<file path="src/rtl/counter_pkg.sv">
// Shared counter/shifter type definitions.
package counter_pkg;

    // Per-cycle request presented to the up/down/modulo counter.
    typedef enum logic [1:0] {
        HOLD       = 2'd0,
        COUNT_UP   = 2'd1,
        COUNT_DOWN = 2'd2,
        LOAD       = 2'd3
    } COUNT_ACTION;

    // Operation selector used by the companion shifter blocks.
    typedef enum logic [1:0] {
        SHIFT_LEFT   = 2'd0,
        SHIFT_RIGHT  = 2'd1,
        ROTATE_LEFT  = 2'd2,
        ROTATE_RIGHT = 2'd3
    } SHIFT_TYPE;

endpackage

</file>
<file path="src/rtl/modulo_step.sv">
// Combinational next-value / wrap computation for a modulo (limit+1) counter.
// All arithmetic is carried in word_width+1 bits so sums never truncate.
// Priority: illegal step > zero step > out-of-range recovery > normal step.
// A step of 1 with limit 0 is a legal full-circle step (holds at 0, wraps).
module modulo_step #(
    parameter int word_width = 8,
    parameter int step_width = 4
) (
    input  logic [word_width-1:0] value_i,
    input  logic [step_width-1:0] step_i,
    input  logic [word_width-1:0] limit_i,
    input  logic                  down_i,
    output logic [word_width-1:0] next_o,
    output logic                  wrap_o,
    output logic                  illegal_o
);
    localparam logic [word_width:0] ONE_EXT  = {{word_width{1'b0}}, 1'b1};
    localparam logic [word_width:0] ZERO_EXT = {(word_width+1){1'b0}};

    logic [word_width:0] v_ext_s;
    logic [word_width:0] s_ext_s;
    logic [word_width:0] l_ext_s;
    logic [word_width:0] up_sum_s;
    logic [word_width:0] up_wrap_s;
    logic [word_width:0] dn_diff_s;
    logic [word_width:0] dn_wrap_s;

    assign v_ext_s   = {1'b0, value_i};
    assign s_ext_s   = {{(word_width+1-step_width){1'b0}}, step_i};
    assign l_ext_s   = {1'b0, limit_i};
    assign up_sum_s  = v_ext_s + s_ext_s;
    assign up_wrap_s = up_sum_s - (l_ext_s + ONE_EXT);
    assign dn_diff_s = v_ext_s - s_ext_s;
    assign dn_wrap_s = v_ext_s + l_ext_s + ONE_EXT - s_ext_s;

    // Select the next count value and whether this step wraps around the modulus.
    always_comb begin
        next_o    = value_i;
        wrap_o    = 1'b0;
        illegal_o = 1'b0;
        if ((s_ext_s > l_ext_s) && !((l_ext_s == ZERO_EXT) && (s_ext_s == ONE_EXT))) begin
            illegal_o = 1'b1;
        end else if (s_ext_s == ZERO_EXT) begin
            next_o = value_i;
        end else if (v_ext_s > l_ext_s) begin
            // Limit was lowered under the count: snap to the end we are heading towards.
            wrap_o = 1'b1;
            next_o = down_i ? limit_i : {word_width{1'b0}};
        end else if (!down_i) begin
            if (up_sum_s > l_ext_s) begin
                wrap_o = 1'b1;
                next_o = up_wrap_s[word_width-1:0];
            end else begin
                next_o = up_sum_s[word_width-1:0];
            end
        end else begin
            if (s_ext_s > v_ext_s) begin
                wrap_o = 1'b1;
                next_o = dn_wrap_s[word_width-1:0];
            end else begin
                next_o = dn_diff_s[word_width-1:0];
            end
        end
    end
endmodule

</file>
<file path="src/rtl/counter_udm.sv">
// Up/down modulo counter with load, wrap and error pulses.
// Optional prescaler compiled in with macro COUNTER_UDM_PRESCALE_EN.
module counter_udm
    import counter_pkg::*;
#(
    parameter int word_width = 8,
    parameter int step_width = 4
`ifdef COUNTER_UDM_PRESCALE_EN
    ,
    parameter int prescale_width = 4
`endif
) (
    input  logic                      clk,
    input  logic                      reset,
    input  logic [1:0]                action,
    input  logic [step_width-1:0]     step,
    input  logic [word_width-1:0]     limit,
    input  logic [word_width-1:0]     D_IN,
`ifdef COUNTER_UDM_PRESCALE_EN
    input  logic [prescale_width-1:0] prescale,
`endif
    output logic [word_width-1:0]     D_OUT,
    output logic                      will_wrap,
    output logic                      wrapped,
    output logic                      err
);
    COUNT_ACTION           act_s;
    logic [word_width-1:0] count_q;
    logic [word_width-1:0] count_d;
    logic                  wrapped_q;
    logic                  wrapped_d;
    logic                  err_q;
    logic                  err_d;
    logic [word_width-1:0] next_s;
    logic                  wrap_s;
    logic                  illegal_s;
    logic                  count_req_s;
    logic                  tick_s;

    assign act_s       = COUNT_ACTION'(action);
    assign count_req_s = (act_s == COUNT_UP) || (act_s == COUNT_DOWN);

    modulo_step #(
        .word_width(word_width),
        .step_width(step_width)
    ) u_modulo_step (
        .value_i  (count_q),
        .step_i   (step),
        .limit_i  (limit),
        .down_i   (act_s == COUNT_DOWN),
        .next_o   (next_s),
        .wrap_o   (wrap_s),
        .illegal_o(illegal_s)
    );

`ifdef COUNTER_UDM_PRESCALE_EN
    logic [prescale_width-1:0] presc_q;
    logic [prescale_width-1:0] presc_d;

    // A count request only ticks once the prescale counter reaches the programmed value.
    always_comb begin
        presc_d = presc_q;
        tick_s  = 1'b0;
        if (count_req_s) begin
            if (presc_q == prescale) begin
                tick_s  = 1'b1;
                presc_d = {prescale_width{1'b0}};
            end else begin
                presc_d = presc_q + {{(prescale_width-1){1'b0}}, 1'b1};
            end
        end else if (act_s == LOAD) begin
            presc_d = {prescale_width{1'b0}};
        end else begin
            presc_d = presc_q;
        end
    end

    // Prescale counter register with synchronous active-low reset.
    always_ff @(posedge clk) begin
        if (!reset) begin
            presc_q <= {prescale_width{1'b0}};
        end else begin
            presc_q <= presc_d;
        end
    end
`else
    assign tick_s = count_req_s;
`endif

    // Wrap lookahead for the tick happening this cycle.
    assign will_wrap = tick_s && wrap_s;

    // Next-state selection for count value and one-cycle status pulses.
    always_comb begin
        count_d   = count_q;
        wrapped_d = 1'b0;
        err_d     = 1'b0;
        case (act_s)
            HOLD: begin
                count_d = count_q;
            end
            COUNT_UP, COUNT_DOWN: begin
                if (!tick_s) begin
                    count_d = count_q;
                end else if (illegal_s) begin
                    err_d = 1'b1;
                end else begin
                    count_d   = next_s;
                    wrapped_d = wrap_s;
                end
            end
            LOAD: begin
                if (D_IN <= limit) begin
                    count_d = D_IN;
                end else begin
                    count_d = limit;
                    err_d   = 1'b1;
                end
            end
            default: begin
                count_d = count_q;
            end
        endcase
    end

    // Output registers with synchronous active-low reset overriding any action.
    always_ff @(posedge clk) begin
        if (!reset) begin
            count_q   <= {word_width{1'b0}};
            wrapped_q <= 1'b0;
            err_q     <= 1'b0;
        end else begin
            count_q   <= count_d;
            wrapped_q <= wrapped_d;
            err_q     <= err_d;
        end
    end

    assign D_OUT   = count_q;
    assign wrapped = wrapped_q;
    assign err     = err_q;
endmodule

</file>
<file path="config.mk">
export PLATFORM = sky130hd
export DESIGN_NAME = counter_udm
export DESIGN_NICKNAME = d
export VERILOG_FILES = /design/src/rtl/counter_pkg.sv /design/src/rtl/modulo_step.sv /design/src/rtl/counter_udm.sv
export SDC_FILE = /design/constraint.sdc
export NUM_CORES = 1
export LEC_CHECK = 0
export ABC_CLOCK_PERIOD_IN_PS = 15300
export CORE_ASPECT_RATIO = 0.8
export CORE_MARGIN = 2
export CORE_UTILIZATION = 55
export DETAILED_ROUTE_END_ITERATION = 8
export PLACE_DENSITY = 0.91
export SKIP_LAST_GASP = 1
export SLEW_MARGIN = 20
export SYNTH_ARGS = -nofsm -noshare
export SYNTH_HDL_FRONTEND = slang
export SYNTH_SLANG_ARGS = --single-unit
export TNS_END_PERCENT = 100
</file>
<file path="constraint.sdc">
create_clock -name clk -period 15.3 [get_ports clk]
set_input_delay 3.825 -clock clk [delete_from_list [all_inputs] [get_ports clk]]
set_output_delay 3.825 -clock clk [all_outputs]
set_load 0.01 [all_outputs]
</file>
==> results.sh <==
export IMPL_result_of_the_run="finished, final reports clean"
export IMPL_netlist_area_um2=2730
export IMPL_finish_cell_count_without_fillers=452
export IMPL_postSynth_topFlopCell="sky130_fd_sc_hd__dfxtp_1"
export IMPL_crit_path_max_incr_delay_ps=590
export IMPL_max_cap_violations=0
export IMPL_die_area_um2=5550
export IMPL_cts_repair_resize_count=0
export IMPL_firstDrtPassIters=5
export IMPL_routabilityCongestion=1.01
export IMPL_total_number_of_vias=2974
export IMPL_numPlacedInstances=449
export IMPL_n_antenna_cell=0
export IMPL_synthMuxAreaShare_pct=3.53
export IMPL_finalNetCount=479
export IMPL_crit_fanout=9
export IMPL_finalCriticalPeriod_ps=12560
export IMPL_dieWidth_um=82.8
export IMPL_synth_sequential_area_ratio_pct=7.33
export IMPL_synth_top_family_by_area="adder cells"
export IMPL_arrival_time_of_the_worst_setup_path_ps=8730
export IMPL_gr_total_overflow=0
export IMPL_cts_tree="done"
export IMPL_synth_xor_area_share_pct=6.41
export IMPL_power_density_nw_per_um2=108
export IMPL_postLayoutSetupSlackWorst_ps=2740
export IMPL_antenna_violating_nets_post_route=0
export IMPL_critPathRequiredTime_ps=11480
export IMPL_place_worst_setup_slack_ps=2880
export IMPL_max_slew_margin_rel_pct=35.7
export IMPL_ctsHtreeMaxLevel=1
export IMPL_cts_root_buf="sky130_fd_sc_hd__clkbuf_8"
export IMPL_setup_tns_ps=0
export IMPL_setup_worst_path_end_class="output pin"
export IMPL_drcViolationCount=0
export IMPL_timing_final_hold_violations=0
export IMPL_grt_first_pass_wirelength_mm=13.4
export IMPL_starting_density_of_the_core_pct=58.4
export IMPL_synth_simple_area_share_pct=19.0
export IMPL_detail_route_wl_per_cell_um=18.3
export IMPL_max_freq_ghz=0.0796
export IMPL_finalMaxSlewViolations=0
export IMPL_port_buffer_count=34
export IMPL_post_dp_hpwl_mm=6.71
export IMPL_wirelength_mm=8.27
export IMPL_tightest_slew_ps=963
export IMPL_ys_seq_elements=10
export IMPL_fp_row_count=22
export IMPL_setup_repair_after_global_routing_missed_its_margin="no"
export IMPL_tritoncts_num_sinks=10
export IMPL_grt_start_max_net_pins=19
export IMPL_clock_tree_buffer_depth=2
export IMPL_worstPathCellList="clkdlybuf4s50_1 -> inv_1 -> ha_1 -> or3b_2 -> a31oi_1 -> o21ai_0 -> xnor2_1 -> ha_1 -> nand2_1 -> or4b_4 -> a32oi_2 -> and2_1 -> a21oi_1 -> o21a_1 -> clkdlybuf4s50_1"
export IMPL_final_core_density_pct=67.4
export IMPL_first_global_vias=2803
export IMPL_synth_compound_area_share_pct=25.8
export IMPL_track_usage_pct=30.0
export IMPL_avgViaCountPerCell=6.58
export IMPL_leakage_nw=1.42
export IMPL_slowest_stage="sky130_fd_sc_hd__clkdlybuf4s50_1"
export IMPL_timing_worst_setup_path_type="input pin to output pin"
export IMPL_drtIter0Drc=409
export IMPL_total_power_uw=342
export IMPL_power_ir_vdd_worst_v=0.0000747
export IMPL_startpoint_type="input pin"
export IMPL_synthAdderAreaFrac_pct=29.9
export IMPL_worst_hold_class="flip-flop to flip-flop"
export IMPL_netlist_instances=364
export IMPL_final_layout_size_suffix_gt1_share_pct=3.83
export IMPL_postCtsSetupRepairBufs=0
export IMPL_yosys_warnings=0
export IMPL_floorplan_die_height_um=67.0
export IMPL_async_s_r_ff_share_synth_pct=0
export IMPL_synth_enable_flop_cells=0
export IMPL_pin_count=35
export IMPL_fillers=389
export IMPL_antenna_violations_before_repair=0
export IMPL_setup_violations=0
export IMPL_cts_made_buffers=3
export IMPL_layout_area_overhead_vs_synth_pct=15.5
export IMPL_timing_reg2reg_setup_slack_ps=10520
export IMPL_worst_skew_pair_late_latency_ps=240
export IMPL_syn_mean_instance_area_um2=7.51
export IMPL_placeableCoreArea_um2=4680
export IMPL_layout_worst_path_cycle_share_pct=82.1
export IMPL_hold_buffers=0
export IMPL_finalClockSkew_ps=3.25
export IMPL_clk_pin_slew_worst_paths_ps=50
export IMPL_netlist_cell_type_count=53
export IMPL_syn_nets=449
## path summary, 6_finish.rpt
check / start / end / cells after the start
worst min register to register: D_OUT[0]$_SDFFE_PN0P_ / D_OUT[0]$_SDFFE_PN0P_ / 2
worst max-delay path: step[2] / will_wrap / 15
worst min-delay path: D_OUT[0]$_SDFFE_PN0P_ / D_OUT[0]$_SDFFE_PN0P_ / 2
worst max register to register: D_OUT[1]$_SDFFE_PN0P_ / D_OUT[2]$_SDFFE_PN0P_ / 13
## routing by layer
layer  GRT usage [%]  wire length [µm]
met1            38.4              3480
met2            53.0              3670
met3            4.09               934
met4            8.61               195
met5               0                 0
## registers in the layout (all words and copies together) (netlist names)
register / cells
wrapped: 1
err: 1
D_OUT: 8
## cell families after synthesis
group | after synthesis
AO/OA/AOI/OAI | 107
AND/OR/NAND/NOR | 100
adder cells (fa/ha/maj) | 61
buffers and inverters | 57
XOR/XNOR | 20
flip-flops | 10
multiplexers | 9
## Yosys cell counts, types with 5 or more instances
cell                       count  area (µm²)
sky130_fd_sc_hd__clkbuf_1     10        37.5
sky130_fd_sc_hd__inv_1        45         169
sky130_fd_sc_hd__o21a_1        6        45.0
sky130_fd_sc_hd__a211oi_1      6        45.0
sky130_fd_sc_hd__nand2_1      22        82.6
sky130_fd_sc_hd__nor3_1       12        60.1
sky130_fd_sc_hd__xor2_1        6        52.6
sky130_fd_sc_hd__a21oi_1      25         125
sky130_fd_sc_hd__o21ai_0      20         100
sky130_fd_sc_hd__ha_1         54         676
sky130_fd_sc_hd__mux2_2        5        56.3
sky130_fd_sc_hd__nor2_1       19        71.3
sky130_fd_sc_hd__o211ai_1      7        52.6
sky130_fd_sc_hd__nand3_1      11        55.1
sky130_fd_sc_hd__nand2b_1      5        31.3
sky130_fd_sc_hd__a21o_1        7        52.6
sky130_fd_sc_hd__a31oi_1      13        81.3
sky130_fd_sc_hd__nor2b_1       7        43.8
sky130_fd_sc_hd__fa_1          7         140
sky130_fd_sc_hd__nor4_1        6        37.5
sky130_fd_sc_hd__xnor2_1      14         123
sky130_fd_sc_hd__dfxtp_1      10         200
## worst max-delay path: cells and delay by family
kind,cells,cell delay (ps)
buffers and inverters,3,1160
xor gates and xnor gates,1,200
and+or+nand+nor,4,1600
adders and majority gates,2,850
AOI/OAI and AO/OA,5,1090
## final cells by class
cell class	instances	area (µm²)	area share [%]
multi-input combinational	297	2310	73.2
timing repair buffer	36	355	11.3
clock buffer	3	41.3	1.31
tap	60	75.1	2.38
sequential	10	200	6.34
inverter	46	173	5.47
## layout by cell type, fill, tap and decap left out, drive strengths merged, types with 5 or more instances in the layout
| cell | Yosys | final |
|---|---|---|
| o21ai | 21 | 21 |
| mux2 | 5 | 5 |
| a211oi | 6 | 6 |
| nand2b | 5 | 5 |
| nor2 | 19 | 19 |
| nor3 | 12 | 12 |
| nand3 | 11 | 11 |
| nor4 | 6 | 6 |
| dfxtp | 10 | 10 |
| clkdlybuf4s50 | 0 | 34 |
| o211ai | 7 | 7 |
| nand2 | 22 | 22 |
| xor2 | 6 | 6 |
| xnor2 | 14 | 14 |
| ha | 54 | 54 |
| fa | 7 | 7 |
| nor2b | 7 | 7 |
| o21a | 6 | 6 |
| inv | 45 | 45 |
| a21oi | 25 | 25 |
| a21o | 7 | 7 |
| a31oi | 13 | 13 |
## where the power goes
group          switching, mW  internal (mW)  total [mW]  leakage (nW)
Combinational          0.156          0.116       0.272          1.32
Clock                 0.0112         0.0173      0.0285        0.0216
Sequential            0.0107         0.0309      0.0416        0.0827
Total                  0.178          0.164       0.342          1.42
## stage by stage
stage                     instance area, µm²  hold slack, ps
after floorplan                         2730             520
after CTS                               3160             561
final                                   3160             582
after detailed placement                3110             555
after global routing                    3160             578
after global placement                  3110             531
Power figures use the tool's default switching activity.
